`src/rtl/mux_scan_pkg.sv`:
```
// ---------------------------------------------------------------------------
// mux_scan_pkg
// Shared definitions for the mux select scanner:
//   - state_e          : scanner FSM state encoding
//   - NUM_CH / CH_W    : number of mux inputs and select width
//   - DWELL_W_DEFAULT  : default width of the per-channel dwell count
//   - lowest_set()     : index of the lowest set bit of a channel mask
// ---------------------------------------------------------------------------
package mux_scan_pkg;

    localparam int NUM_CH          = 4;
    localparam int CH_W            = 2;
    localparam int DWELL_W_DEFAULT = 4;

    typedef enum logic [1:0] {
        IDLE     = 2'd0,
        SCAN     = 2'd1,
        WAIT_RDY = 2'd2
    } state_e;

    // Walking from the top bit down means the last hit is the lowest set bit.
    // An empty mask yields 0, which callers never rely on.
    function automatic logic [CH_W-1:0] lowest_set(input logic [NUM_CH-1:0] mask);
        logic [CH_W-1:0] idx;
        idx = '0;
        for (int i = NUM_CH - 1; i >= 0; i--) begin
            if (mask[i]) begin
                idx = CH_W'(i);
            end
        end
        return idx;
    endfunction

endpackage

```
`src/rtl/rr_next_ch.sv`:
```
// ---------------------------------------------------------------------------
// rr_next_ch
// Purely combinational round-robin helper for the scanner. Given the latched
// channel mask and the current select, it returns the next enabled channel
// above sel (wrapping to the lowest enabled channel) and flags when sel is the
// highest enabled channel, i.e. the last channel of the frame.
//
// Ports:
//   mask     in  [NUM_CH-1:0]  enabled channels of the current frame
//   sel      in  [CH_W-1:0]    channel currently selected
//   next_sel out [CH_W-1:0]    next enabled channel, wrapping
//   last     out               no enabled channel exists above sel
// ---------------------------------------------------------------------------
module rr_next_ch
    import mux_scan_pkg::*;
(
    input  logic [NUM_CH-1:0] mask,
    input  logic [CH_W-1:0]   sel,
    output logic [CH_W-1:0]   next_sel,
    output logic              last
);

    // Start from the wrapped answer, then let any enabled channel above sel
    // override it. Scanning downward leaves the closest channel above sel.
    always_comb begin
        next_sel = lowest_set(mask);
        last     = 1'b1;
        for (int i = NUM_CH - 1; i >= 0; i--) begin
            if (mask[i] && (i > int'(sel))) begin
                next_sel = CH_W'(i);
                last     = 1'b0;
            end
        end
    end

endmodule

```
`src/rtl/mux_sel_scanner.sv`:
```
// ---------------------------------------------------------------------------
// mux_sel_scanner
// Steps a 4:1 analog/digital mux through the enabled channels of ch_en. Each
// channel is held for max(dwell,1) settle cycles; when the count expires a
// one-cycle sample_stb tells downstream to latch the mux output, stalling in
// WAIT_RDY while ready is low. frame_done marks the sample of the highest
// enabled channel. In continuous mode the frame restarts with a fresh ch_en.
//
// Ports:
//   clk         in                 single clock, rising edge
//   rst_n       in                 asynchronous active-low reset
//   start       in                 begin a frame (IDLE only)
//   stop        in                 abort, return to IDLE (highest priority)
//   cont        in                 1 = restart frames automatically
//   ch_en       in  [3:0]          channel enable mask
//   dwell       in  [DWELL_W-1:0]  settle cycles per channel, 0 acts as 1
//   ready       in                 downstream can take a sample
//   sel         out [1:0]          registered mux select
//   sel_valid   out                registered, scanning active
//   sample_stb  out                combinational sample strobe
//   frame_done  out                combinational, last sample of a frame
//   busy        out                registered, not IDLE
// ---------------------------------------------------------------------------
module mux_sel_scanner
    import mux_scan_pkg::*;
#(
    parameter int DWELL_W = DWELL_W_DEFAULT
) (
    input  logic               clk,
    input  logic               rst_n,
    input  logic               start,
    input  logic               stop,
    input  logic               cont,
    input  logic [NUM_CH-1:0]  ch_en,
    input  logic [DWELL_W-1:0] dwell,
    input  logic               ready,
    output logic [CH_W-1:0]    sel,
    output logic               sel_valid,
    output logic               sample_stb,
    output logic               frame_done,
    output logic               busy
);

    state_e              state_q, state_d;
    logic [CH_W-1:0]     sel_q, sel_d;
    logic [DWELL_W-1:0]  cnt_q, cnt_d;
    logic [NUM_CH-1:0]   mask_q, mask_d;
    logic                busy_q, busy_d;

    logic [CH_W-1:0]     next_sel;
    logic                last_ch;
    logic [DWELL_W-1:0]  reload_val;
    logic                take_sample;

    rr_next_ch u_rr_next_ch (
        .mask     (mask_q),
        .sel      (sel_q),
        .next_sel (next_sel),
        .last     (last_ch)
    );

    // cnt counts remaining settle cycles minus one, so a dwell of 0 or 1 both
    // expire in the first cycle on the channel.
    assign reload_val = (dwell == '0) ? '0 : (dwell - DWELL_W'(1));

    // Next-state logic. The case only decides whether a sample is taken this
    // cycle; the shared advance step below then picks the next channel, the
    // frame restart, or the return to IDLE. stop overrides everything.
    always_comb begin
        state_d     = state_q;
        sel_d       = sel_q;
        cnt_d       = cnt_q;
        mask_d      = mask_q;
        take_sample = 1'b0;

        if (stop) begin
            state_d = IDLE;
            sel_d   = '0;
            cnt_d   = '0;
        end else begin
            case (state_q)
                IDLE: begin
                    if (start && (ch_en != '0)) begin
                        state_d = SCAN;
                        mask_d  = ch_en;
                        sel_d   = lowest_set(ch_en);
                        cnt_d   = reload_val;
                    end
                end
                SCAN: begin
                    if (cnt_q != '0) begin
                        cnt_d = cnt_q - DWELL_W'(1);
                    end else if (ready) begin
                        take_sample = 1'b1;
                    end else begin
                        state_d = WAIT_RDY;
                    end
                end
                WAIT_RDY: begin
                    if (ready) begin
                        take_sample = 1'b1;
                    end
                end
                default: begin
                    state_d = IDLE;
                    sel_d   = '0;
                    cnt_d   = '0;
                end
            endcase

            if (take_sample) begin
                if (!last_ch) begin
                    state_d = SCAN;
                    sel_d   = next_sel;
                    cnt_d   = reload_val;
                end else if (cont && (ch_en != '0)) begin
                    state_d = SCAN;
                    mask_d  = ch_en;
                    sel_d   = lowest_set(ch_en);
                    cnt_d   = reload_val;
                end else begin
                    state_d = IDLE;
                    sel_d   = '0;
                    cnt_d   = '0;
                end
            end
        end

        busy_d = (state_d != IDLE);
    end

    // State registers. busy_q tracks state_d so busy/sel_valid come straight
    // from a flop rather than from a decode of state_q.
    always_ff @(posedge clk or negedge rst_n) begin
        if (!rst_n) begin
            state_q <= IDLE;
            sel_q   <= '0;
            cnt_q   <= '0;
            mask_q  <= '0;
            busy_q  <= 1'b0;
        end else begin
            state_q <= state_d;
            sel_q   <= sel_d;
            cnt_q   <= cnt_d;
            mask_q  <= mask_d;
            busy_q  <= busy_d;
        end
    end

    assign sel        = sel_q;
    assign sel_valid  = busy_q;
    assign busy       = busy_q;
    assign sample_stb = take_sample;
    assign frame_done = take_sample & last_ch;

endmodule

```
`config.mk`:
```
export PLATFORM = sky130hd
export DESIGN_NAME = mux_sel_scanner
export DESIGN_NICKNAME = d
export VERILOG_FILES = /design/src/rtl/mux_scan_pkg.sv /design/src/rtl/rr_next_ch.sv /design/src/rtl/mux_sel_scanner.sv
export SDC_FILE = /design/constraint.sdc
export NUM_CORES = 1
export LEC_CHECK = 0
export ABC_AREA = 1
export ABC_CLOCK_PERIOD_IN_PS = 2100
export CAP_MARGIN = 15
export CORE_MARGIN = 3
export CORE_UTILIZATION = 30
export CTS_CLUSTER_DIAMETER = 50
export DETAILED_ROUTE_END_ITERATION = 10
export PLACE_DENSITY_LB_ADDON = 0.05
export SLEW_MARGIN = 10
export SYNTH_ARGS = -nofsm -noshare
export SYNTH_HDL_FRONTEND = slang
export SYNTH_HIERARCHICAL = 1
export SYNTH_SLANG_ARGS = --single-unit
```
`constraint.sdc`:
```
create_clock -name clk -period 2.1 [get_ports clk]
set_input_delay 0.63 -clock clk [delete_from_list [all_inputs] [get_ports clk]]
set_output_delay 0.63 -clock clk [all_outputs]
set_load 0.1 [all_outputs]
```
==> flow_summary_export.csv, run 1 <==
group,metric,value,unit
run_status,outcome,"finished with violations",
run_status,violations,"negative setup slack",
global_route,antenna_found_initial,0,
timing,setup_viol_count_final,2,
placement,placed_area,1800,um^2
job,max-cap-violations,0,
yosys,synth_seq_cells,13,
timing,setup_slack,-0.0208,ns
die,fp.dieH,71.4,um
cells_and_area,fin_nets,289,
timing,tightest_slew,0.294,ns
yosys,synthFlopType,"dfrtp_1",
pwr,fin_total_pwr,0.00231,W
timing,clock.fmax,472,MHz
drt,dr_wl_met3,112,um
yosys,synth-compound-area-share,7.89,%
global_route,overflow,0,
critical_path,worstPathCellList,"inv_4 > ha_4 > nand2_4 > inv_4 > nand2_4 > nor2_8 > buf_12",
pwr,intPower,0.00118,W
drt,wl_per_cell,10.7,um
yosys,yosys-top-cells-count,"nand2_1, inv_1, nand3_1, nor2_1, dfrtp_1",
yosys,seq_area_frac_synth,25.3,%
timing,rsz0062_at_grt,"yes",
timing,final_period_minus_worst_setup_slack,2.12,ns
timing,slew-limit-headroom,80.3,%
placement,hpwl,2.80,mm
critical_path,cp_num_buf_inv,3,
drt,wl_met1,1.57,mm
critical_path,crit_path_max_fanout,3,
critical_path,critPathSlowestCell,"dfrtp_2",
yosys,synthSimpleGateAreaFrac,47.2,%
timing,min_period_over_period,101,%
timing,slew_viol_final,0,
yosys,synth_cell_type_count,24,
yosys,post-synth-top-count-cell,"nand2_1",
timing,hold_violations,0,
pwr,seqPwrFrac,21.1,%
cts,hold_buffers,0,
global_route,grt_pass1_vias,1349,
global_route,grt_first_pass_wirelength,5.90,mm
cts,clock_latency,0.25,ns
cells_and_area,area_growth,50.7,%
cells_and_area,drive_gt1_share,26.3,%
critical_path,start_kind,"register",
critical_path,required,1.47,ns
cells_and_area,stdcell_area,1940,um^2
yosys,synth_top_family_by_area,"simple AND/OR/NAND/NOR gates",
cells_and_area,insertedDiodeCount,0,
yosys,syn_area,1280,um^2
drt,drtIter0Drc,44,
yosys,yosys.area_share.adder,7.79,%
die,boundaryPins,20,
yosys,synth.mux.area_fraction,0,%
yosys,synth-xor-area-share,0.682,%
die,core_area,4060,um^2
global_route,grt_max_degree,9,
yosys,synth_warnings,6,
cts,cts_sinks,13,
cts,htree_levels,1,
die,start_util,31.7,%
timing,fin_hold_ws,0.508,ns
drt,drc,0,
drt,dr.pass1.iters,4,
cells_and_area,final_core_util,47.7,%
pwr,power_frac_clock,10.4,%
yosys,synth-async-reset-ratio,100,%
cts,path_clk_slew,0.06,ns
yosys,synth.avg_cell_area,6.00,um^2
drt,vias,1361,
critical_path,cp_top_family,"flip-flops",
pwr,max-vdd-ir-drop,0.549,mV
yosys,synth_edf_count,0,
drt,routed_wl,3.37,mm
yosys,netlist_instances,214,
yosys,syn_nets,236,
pwr,swShare,49.2,%
yosys,ys_top_cells_by_area,"nand2_1, dfrtp_1, inv_1",
drt,ant_nets,0,
critical_path,cp-end-kind,"output pin",
cts,cts_buffers,3,
placement,dp_slack,-0.216,ns
drt,via_per_inst,4.31,
cts,clockRootBuffer,"clkbuf_8",
global_route,grt_util_all_layers,14.5,%
yosys,yosys.area.top_type,"nand2_1",
cts,cts_tree,"done",
placement,io_buffers,19,
pwr,p_leak,1.09,nW
hold_path,min_path_type,"register to register",
yosys,synth_top_area_share,26.9,%
critical_path,arrival,1.49,ns
drt,dr.max_layer_used,"met4",
critical_path,critPathMaxStageDelay,0.42,ns
pwr,switching_power,0.00114,W
die,die_w,71.4,um
die,num_rows,23,
timing,skew,0.000985,ns
drt,routed-wl-met2,1.64,mm
cts,clk_path_buf_depth,2,
placement,place_congestion,0.812,
critical_path,crit_type,"register to output pin",
die,die_area,5100,um^2
pwr,p_comb_share,68.6,%
pwr,power_density,1190,nW/um^2
[layout by cell type (no fill, tap or decap), types with 2 or more instances in the layout]
cell type and count:
o21ai_0 7, a21oi_1 4, buf_12 6, dfrtp_1 10, o22ai_1 2, clkdlybuf4s50_1 11, nor2_2 2, inv_1 28
inv_2 6, nand3_1 18, nor2_1 15, ha_4 3, nand3_2 2, ha_1 4, buf_4 30, dlygate4sd2_1 2
nand2_4 3, nand2_1 91, dfrtp_4 2, clkbuf_8 3, inv_4 2
[metal layers]
| layer | up-vias | GRT usage (%) |
|---|---|---|
| li1 | 761 | - |
| met1 | 577 | 17.8 |
| met2 | 18 | 25.3 |
| met3 | 5 | 3.51 |
| met4 | 0 | 3.97 |
| met5 | - | 0 |
[per-stage QoR]
step	setup TNS [ns]	instances
6_report	-0.0335	316
3_3_place_gp	-0.387	303
2_1_floorplan	-0.0143	214
5_1_grt	-0.149	316
4_1_cts	-0.149	310
3_5_place_dp	-0.409	303
[final timing paths]
path | from | endpoint | slack [ns] | cells past startpoint
max in group asynchronous | rst_n | state_q[0] | 1.03 | 2
min | cnt_q[1] | cnt_q[1] | 0.51 | 2
max | state_q[0] | sample_stb | -0.02 | 7
min in group asynchronous | rst_n | mask_q[1] | 0.63 | 1
min reg2reg | cnt_q[1] | cnt_q[1] | 0.51 | 2
max reg2reg | state_q[0] | mask_q[2] | 0.42 | 10
[logic make-up after synthesis]
family / Yosys count
simple gates: 138
buf+inv: 37
compound gates: 17
flops: 13
fa+ha+maj: 8
xor+xnor: 1
[worst reg2reg max path: stages, from the launching register on]
cell and delay [ns]:
dfrtp_2 0.44, inv_4 0.09, buf_4 0.12, ha_1 0.27, nand3_1 0.20, inv_1 0.13
nand2_1 0.10, o21ai_2 0.08, nand2_1 0.06, nand2_1 0.05, inv_1 0.03
[state kept, by name, summed over array words and instances, names as in the netlist]
signal,flops
state_q,2
mask_q,4
busy,1
sel,2
cnt_q,4
[layout make-up]
| class | instances | area [um^2] |
|---|---|---|
| Multi-Input combinational cell | 164 | 882 |
| Sequential cell | 13 | 334 |
| Fill cell | 424 | 2120 |
| Tap cell | 50 | 62.6 |
| Timing Repair Buffer | 49 | 473 |
| Clock buffer | 4 | 45.0 |
| Inverter | 36 | 140 |
[power groups by stage]
stage / logic [W] / clock network (W) / registers (W)
final: 0.00158 / 0.000239 / 0.000487
after global routing: 0.00179 / 0.000258 / 0.000509
after CTS: 0.00151 / 0.000247 / 0.000485
after detailed placement: 0.00144 / 0 / 0.000489
after global placement: 0.00144 / 0 / 0.000490
after floorplan: 0.000920 / 0 / 0.000575
[timing repair]
action	in CTS	in global routing
endpoints found under the setup margin	2	2
pin swaps	3	1
gates resized for setup	6	4
buffers inserted	3	6
Note: power is estimated with default switching activity, not from simulation.
==> run 2: changes to the inputs <==
Settings changed: CORE_MARGIN 3 to unset.
==> run 2 against run 1 <==
The flow still finishes with violations (negative setup slack). Sequential power down 2%. Setup slack worse by 0.0060 ns. Wire length up 0.42%. Clock-buffer cell count unchanged. Critical endpoint is now frame_done.
==> flow_summary_export.csv, run 2 (synthesized netlist as in run 1, its figures left out) <==
group,metric,value,unit
timing,slew-limit-headroom,80.1,%
pwr,seqPwrFrac,20.9,%
cells_and_area,fin_nets,287,
timing,clock.fmax,470,MHz
placement,hpwl,2.77,mm
cts,path_clk_slew,0.06,ns
critical_path,required,1.47,ns
job,max-cap-violations,0,
placement,io_buffers,19,
die,fp.dieH,67.4,um
run_status,violations,"negative setup slack",
cells_and_area,stdcell_count,314,
critical_path,crit_type,"register to output pin",
drt,vias,1397,
cts,cts_buffers,3,
die,boundaryPins,20,
die,start_util,31.7,%
global_route,grt_pass1_vias,1316,
cells_and_area,drive_gt1_share,24.6,%
timing,setup_slack,-0.0269,ns
pwr,p_comb_share,68.8,%
global_route,overflow,0,
cells_and_area,final_core_util,47.4,%
drt,via_per_inst,4.45,
hold_path,min_path_type,"register to register",
critical_path,arrival,1.50,ns
drt,routed_wl,3.38,mm
timing,setup_viol_count_final,2,
cells_and_area,layout_commonest_cell,"nand2_1",
run_status,outcome,"finished with violations",
timing,rsz0062_at_grt,"yes",
pwr,switching_power,0.00114,W
cts,clk_path_buf_depth,2,
pwr,swShare,49.9,%
drt,drc,0,
die,num_rows,23,
global_route,grt_max_degree,9,
global_route,antenna_found_initial,0,
placement,placed_area,1800,um^2
cells_and_area,area_growth,49.7,%
timing,final_period_minus_worst_setup_slack,2.13,ns
cells_and_area,final_cell_mix,"nand2_1, inv_1, buf_4",
placement,place_congestion,0.774,
timing,fin_hold_ws,0.515,ns
cts,clockRootBuffer,"clkbuf_8",
cts,htree_levels,1,
timing,slew_viol_final,0,
pwr,fin_total_pwr,0.00229,W
cts,clock_latency,0.25,ns
pwr,power_frac_clock,10.3,%
drt,drtIter0Drc,17,
drt,dr.pass1.iters,4,
die,die_area,4550,um^2
critical_path,crit_path_max_fanout,3,
critical_path,cp-end-kind,"output pin",
timing,min_period_over_period,101,%
timing,hold_violations,0,
critical_path,start_kind,"register",
cells_and_area,stdcell_area,1920,um^2
die,die_w,67.4,um
cells_and_area,insertedDiodeCount,0,
pwr,intPower,0.00115,W
cts,cts_tree,"done",
die,core_area,4060,um^2
placement,dp.cells,303,
global_route,grt_util_all_layers,17.0,%
timing,skew,0.00216,ns
timing,tightest_slew,0.298,ns
drt,ant_nets,0,
pwr,max-vdd-ir-drop,0.458,mV
pwr,power_density,1190,nW/um^2
pwr,p_leak,1.08,nW
global_route,grt_first_pass_wirelength,5.64,mm
drt,wl_per_cell,10.8,um
cts,cts_sinks,13,
cells_and_area,reg_top3,"cnt_q (4), mask_q (4)",
[run 2: final cells by class]
class | instances | area [um^2]
Inverter | 36 | 138
Fill cell | 430 | 2130
Clock buffer | 4 | 45.0
Tap cell | 50 | 62.6
Sequential cell | 13 | 333
Multi-Input combinational cell | 164 | 887
Timing Repair Buffer | 47 | 458
[run 2: metal layers]
layer	routed length, um	global-route usage (%)	share of wire [%]
met3	92	3.89	2.7
met1	1560	19.7	46
met4	44	5.85	1.3
met5	0	0	0
met2	1690	30.4	50
[run 2: critical path: stages, from the launching register on]
cell     delay (ns)
dfrtp_1        0.38
inv_2          0.08
ha_4           0.28
nand2_4        0.06
inv_4          0.08
nand3_4        0.09
nor2_4         0.11
buf_12         0.18
[run 2: power groups by stage]
stage / logic (W) / registers, W / clock network (W)
6_report: 0.00158 / 0.000478 / 0.000235
5_1_grt: 0.00176 / 0.000491 / 0.000254
4_1_cts: 0.00157 / 0.000479 / 0.000248
3_5_place_dp: 0.00144 / 0.000488 / 0
3_3_place_gp: 0.00144 / 0.000490 / 0
2_1_floorplan: 0.000920 / 0.000575 / 0
[run 2: repair_timing]
action / in CTS / in global routing
resized for setup: 7 / 0
endpoints found under the setup margin: 2 / 2
pin swaps: 6 / 0
hold buffers: 0 / 0
setup buffers: 6 / 1
[run 2: path summary, 6_finish.rpt]
| path | from | endpoint | slack [ns] | cells after the start |
|---|---|---|---|---|
| min | cnt_q[1] | cnt_q[1] | 0.52 | 2 |
| max reg2reg | state_q[0] | mask_q[1] | 0.43 | 10 |
| max | state_q[0] | frame_done | -0.03 | 7 |
| min reg2reg | cnt_q[1] | cnt_q[1] | 0.52 | 2 |
| min in group asynchronous | rst_n | mask_q[2] | 0.63 | 1 |
| max in group asynchronous | rst_n | state_q[0] | 1.04 | 2 |
[run 2: metrics by stage]
step                      setup WS [ns]  setup TNS, ns
final                           -0.0269        -0.0380
after floorplan                 -0.0143        -0.0143
after CTS                       -0.0419        -0.0717
after global routing             -0.102         -0.182
after global placement           -0.208         -0.419
after detailed placement         -0.219         -0.404
